===== src/rtl/sync_bus_capture_fifo_if.sv =====
// Handshake bundle between the capture FIFO and its surroundings.
// The slave side is the FIFO. The master side is the synchronizer and controller that drive it.
interface sync_bus_capture_fifo_if #(
    parameter int unsigned BUS_WIDTH = 8,
    parameter int unsigned DEPTH     = 4
);
    localparam int unsigned AW = $clog2(DEPTH);

    logic [BUS_WIDTH-1:0] i_sync_bus;
    logic                 i_enable_pulse;
    logic [BUS_WIDTH-1:0] o_data;
    logic                 o_valid;
    logic                 i_ready;
    logic                 o_overflow;
    logic                 i_clr_overflow;
    logic [AW:0]          o_level;

    modport slave (
        input  i_sync_bus, i_enable_pulse, i_ready, i_clr_overflow,
        output o_data, o_valid, o_overflow, o_level
    );

    modport master (
        output i_sync_bus, i_enable_pulse, i_ready, i_clr_overflow,
        input  o_data, o_valid, o_overflow, o_level
    );
endinterface


===== src/rtl/sync_bus_capture_fifo.sv =====
// Captures synchronized bus words into a small first-word-fall-through FIFO with valid/ready output.
// Words that arrive while the FIFO is full are dropped and raise a sticky overflow flag.
module sync_bus_capture_fifo #(
    parameter int unsigned BUS_WIDTH = 8,
    parameter int unsigned DEPTH     = 4
) (
    input  logic                    i_CLK,
    input  logic                    i_RST,
    sync_bus_capture_fifo_if.slave  bus
);
    localparam int unsigned AW = $clog2(DEPTH);

    logic [BUS_WIDTH-1:0] mem [DEPTH];
    logic [AW:0]          wr_ptr;
    logic [AW:0]          rd_ptr;
    logic                 overflow;
    logic                 empty;
    logic                 full;
    logic                 pop;
    logic                 write;
    logic                 drop;

    assign empty = (wr_ptr == rd_ptr);
    assign full  = (wr_ptr[AW] != rd_ptr[AW]) && (wr_ptr[AW-1:0] == rd_ptr[AW-1:0]);
    assign pop   = !empty && bus.i_ready;
    // A pop in the same cycle frees the slot, so a write into a full FIFO is still accepted.
    assign write = bus.i_enable_pulse && (!full || pop);
    assign drop  = bus.i_enable_pulse && full && !pop;

    always_ff @(posedge i_CLK or negedge i_RST) begin
        if (!i_RST) begin
            wr_ptr   <= '0;
            rd_ptr   <= '0;
            overflow <= 1'b0;
            for (int unsigned i = 0; i < DEPTH; i++) begin
                mem[i] <= '0;
            end
        end else begin
            if (write) begin
                mem[wr_ptr[AW-1:0]] <= bus.i_sync_bus;
                wr_ptr              <= wr_ptr + (AW+1)'(1);
            end
            if (pop) begin
                rd_ptr <= rd_ptr + (AW+1)'(1);
            end
            if (drop) begin
                overflow <= 1'b1;
            end else if (bus.i_clr_overflow) begin
                overflow <= 1'b0;
            end
        end
    end

    assign bus.o_data     = mem[rd_ptr[AW-1:0]];
    assign bus.o_valid    = !empty;
    assign bus.o_overflow = overflow;
    assign bus.o_level    = wr_ptr - rd_ptr;
endmodule


===== src/flat_wrapper.sv =====
// flat-port wrapper written by rule: the top's interface ports become plain ports
module sync_bus_capture_fifo_flat 
#(
    parameter int unsigned BUS_WIDTH = 8,
    parameter int unsigned DEPTH     = 4
)
  (i_CLK, i_RST, bus_i_sync_bus, bus_i_enable_pulse, bus_i_ready, bus_i_clr_overflow, bus_o_data, bus_o_valid, bus_o_overflow, bus_o_level);
  sync_bus_capture_fifo_if #(.BUS_WIDTH(BUS_WIDTH), .DEPTH(DEPTH)) bus_i ();
  input  logic i_CLK;
  input  logic i_RST;
  input wire logic [$bits(bus_i.i_sync_bus)-1:0] bus_i_sync_bus;
  input wire logic [$bits(bus_i.i_enable_pulse)-1:0] bus_i_enable_pulse;
  input wire logic [$bits(bus_i.i_ready)-1:0] bus_i_ready;
  input wire logic [$bits(bus_i.i_clr_overflow)-1:0] bus_i_clr_overflow;
  output wire logic [$bits(bus_i.o_data)-1:0] bus_o_data;
  output wire logic [$bits(bus_i.o_valid)-1:0] bus_o_valid;
  output wire logic [$bits(bus_i.o_overflow)-1:0] bus_o_overflow;
  output wire logic [$bits(bus_i.o_level)-1:0] bus_o_level;
  assign bus_i.i_sync_bus = bus_i_sync_bus;
  assign bus_i.i_enable_pulse = bus_i_enable_pulse;
  assign bus_i.i_ready = bus_i_ready;
  assign bus_i.i_clr_overflow = bus_i_clr_overflow;
  assign bus_o_data = bus_i.o_data;
  assign bus_o_valid = bus_i.o_valid;
  assign bus_o_overflow = bus_i.o_overflow;
  assign bus_o_level = bus_i.o_level;
  sync_bus_capture_fifo #(.BUS_WIDTH(BUS_WIDTH), .DEPTH(DEPTH)) u_core (.i_CLK(i_CLK), .i_RST(i_RST), .bus(bus_i));
endmodule

===== config.mk =====
export PLATFORM = sky130hd
export DESIGN_NAME = sync_bus_capture_fifo_flat
export DESIGN_NICKNAME = d
export VERILOG_FILES = /design/src/rtl/sync_bus_capture_fifo_if.sv /design/src/rtl/sync_bus_capture_fifo.sv /design/src/flat_wrapper.sv
export SDC_FILE = /design/constraint.sdc
export NUM_CORES = 1
export LEC_CHECK = 0
export CAP_MARGIN = 0
export CORE_MARGIN = 2
export CORE_UTILIZATION = 50
export DETAILED_ROUTE_END_ITERATION = 6
export HOLD_SLACK_MARGIN = 0.05
export PLACE_DENSITY = 0.85
export SLEW_MARGIN = 10
export SYNTH_ARGS = -nofsm -noshare
export SYNTH_HDL_FRONTEND = slang
export SYNTH_SLANG_ARGS = --single-unit

===== constraint.sdc =====
create_clock -name i_CLK -period 2.55 [get_ports i_CLK]
set_input_delay 0.765 -clock i_CLK [delete_from_list [all_inputs] [get_ports i_CLK]]
set_output_delay 0.765 -clock i_CLK [all_outputs]
set_load 0.01 [all_outputs]

==> metrics.cfg <==
[placed_design]
gp_congestion=0.8617
io_buffers=25
dpl.hpwl_um=2717

[power]
p_leak_nw=1.068
p_seq_share_pct=32.1
powerDensity_mw_per_mm2=1469
power.share.combinational_pct=52.6
swShare_pct=34.95
intPower_w=0.002334
clockPowerShare_pct=15.4
p_total_w=0.003588
irDropWorstVdd_mv=0.7380
netSwitchingPower_w=0.001254

[drt]
drt_iter0_drc=53
vias_per_cell=5.514
route.vias.total=1180
wl_met1_um=1596
drc=0
dr_wl_met2_um=1988
ant_nets=0
first_pass_iters=4
dr_wl_met3_um=177
routed.top_layer=met4
avgRoutedWirePerCell_um=17.85
drt-total-wl_um=3819

[clocking]
h-tree-depth=2
cts_tree=done
clock_latency_ns=0.29
cts_sinks=39
ctsHoldBuffers=0
numCtsBuffers=5
cts_max_path_buffers=2
clockRootBuffer=clkbuf_8
clkTransAtPathRegs_ns=0.08

[synthesis]
synth_top_area_cell=dfrtp_1
syn_inst=123
ys_seq_area_share_pct=50.88
synthesis.nets=144
syn-cell-area_mm2=0.001918
yosysUniqueCellTypes=19
synth_top_area_share_pct=50.88
ys_ff_latch=39
synth_area_leaders=dfrtp_1, mux2_2, mux4_2
syn_avg_cell_area_um2=15.59
ys_warn_count=0

[worst_setup_path]
cp.required_ns=1.79
max_stage_delay_ns=0.42
slowest_stage=dfrtp_1
critical-path-top-delay-family=adder cells
startpoint_type=register
cp_cell_sequence=ha_2 > fa_1 > xnor2_1 > dlygate4sd2_1
arrival_ns=1.73
endpoint_kind=output pin
critPathKind=reg -> out
cp_max_fo=2
critPathBufInv=1

[sta]
finalMaxSlewViolations=0
rsz0062_at_grt=no
finalHoldViolations=0
maxSlewHeadroom_pct=68.32
fin_skew_ns=0.005627
post-route-period-util_pct=97.80
min_period_ns=2.494
setup_tns_ns=0
worstMarginPinSlew_ns=0.4752
holdWs_ns=0.5097
finalSetupViolations=0
max_freq_mhz=401.0

[finish]
diodes=0
regArea_um2=977.2
area_delta_synth_final_pct=27.33
fin_util_pct=66.71
fill_cells=279
nNetsFinal=186
drive_gt1_share_pct=45.78
multi_input_area_um2=910.9

[grt]
grt.total_usage_pct=20.77
grt_max_degree=40
grt.overflow.total=0
grt_pass1_vias=1371
grt_first_pass_wirelength_um=6589
antenna_found_initial=0

[die]
initial_core_util_pct=52.39
rows=22
die_w_um=65.94
die-area_mm2=0.004347
core_area_mm2=0.003661
die_y_um=65.94
boundaryPins=26

[min_path]
hold_class=reg -> reg

[run]
max-cap-violations=0

[status]
run_status=complete, no violations

-- power by group through the flow --
stage	clock network (W)	registers (W)	logic [W]
final	0.000551	0.00115	0.00189
after global placement	0	0.00112	0.00188
after detailed placement	0	0.00115	0.00196
after floorplan	0	0.00109	0.00122
after global routing	0.000595	0.00118	0.00203
after CTS	0.000559	0.00114	0.00189
-- per-stage QoR --
stage	setup slack, ns	instance area, um^2	std cells
after CTS	0.02014	2431	214
after global routing	0.0006790	2442	214
after global placement	0.07688	2291	203
after detailed placement	0.02330	2291	203
after floorplan	0.4040	1918	123
final	0.05609	2442	214
-- state kept, by name, summed over array words and instances, names as in the netlist --
name / cells
u_core.rd_ptr: 3
u_core.wr_ptr: 3
u_core.bus.o_overflow: 1
u_core.mem: 32
-- cell usage in the layout, fill, tap and decap left out --
master / count
inv_2: 1
o21bai_4: 1
fa_1: 1
mux4_2: 8
buf_4: 12
ha_4: 1
a31o_2: 1
nand3_1: 1
dfrtp_2: 1
bufinv_16: 1
xnor2_1: 3
mux2_2: 35
o211ai_4: 3
ha_2: 1
nand3b_2: 1
nand2_1: 5
dfrtp_1: 38
o32ai_1: 1
inv_6: 1
o21ai_0: 3
xnor2_4: 1
buf_8: 1
dlygate4sd2_1: 9
clkbuf_8: 6
clkdlybuf4s50_1: 15
ha_1: 5
mux2i_1: 1
clkbuf_2: 1
inv_1: 8
-- cell type report --
cell class	count	area share, %
clock inverters	2	1.588
repair buffers	38	13.88
clock buffers	6	3.381
well taps	48	2.459
inverters	9	1.383
flip-flops and latches	39	40.01
multi-input cells	72	37.30
-- layer usage --
layer,GRT usage (%),up-vias
met5,0,-
met4,6.888,0
met3,6.303,8
met2,35.35,35
met1,25.20,607
li1,-,530
-- cells in the mapped netlist, drive strengths merged --
library cell,n
dfrtp,39
o21ai,3
inv,9
o211ai,3
mux2i,1
ha,7
buf,1
clkbuf,2
nand3,1
o32ai,1
a31o,1
xnor2,4
mux2,35
nand2,5
mux4,8
nand3b,1
fa,1
o21bai,1
-- logic make-up after synthesis --
logic type / Yosys count / share of synthesized area, %
XOR/XNOR: 4 / 2.805
multiplexers: 44 / 30.46
AND/OR/NAND/NOR: 7 / 1.826
AO/OA/AOI/OAI: 9 / 6.001
buffers and inverters: 12 / 2.413
adder cells (fa/ha/maj): 8 / 5.610
flip-flops: 39 / 50.88
-- worst paths after layout --
check	end	depth (start not counted)	startpoint	slack, ns
worst max-delay path	bus_o_level[2]	4	u_core.rd_ptr[0]	0.06
worst min-delay path	u_core.mem[2]	1	u_core.mem[2]	0.51
worst max register to register	u_core.mem[27]	6	u_core.wr_ptr[0]	0.59
worst min register to register	u_core.mem[2]	1	u_core.mem[2]	0.51
max in group asynchronous	u_core.wr_ptr[1]	2	i_RST	1.29
min in group asynchronous	u_core.mem[11]	2	i_RST	0.90
-- repair_timing --
action	in CTS	in global routing
gates resized for setup	13	5
buffers inserted	3	0
gates cloned	0	0
setup endpoints to repair	11	5
Note: power is estimated with default switching activity, not from simulation.
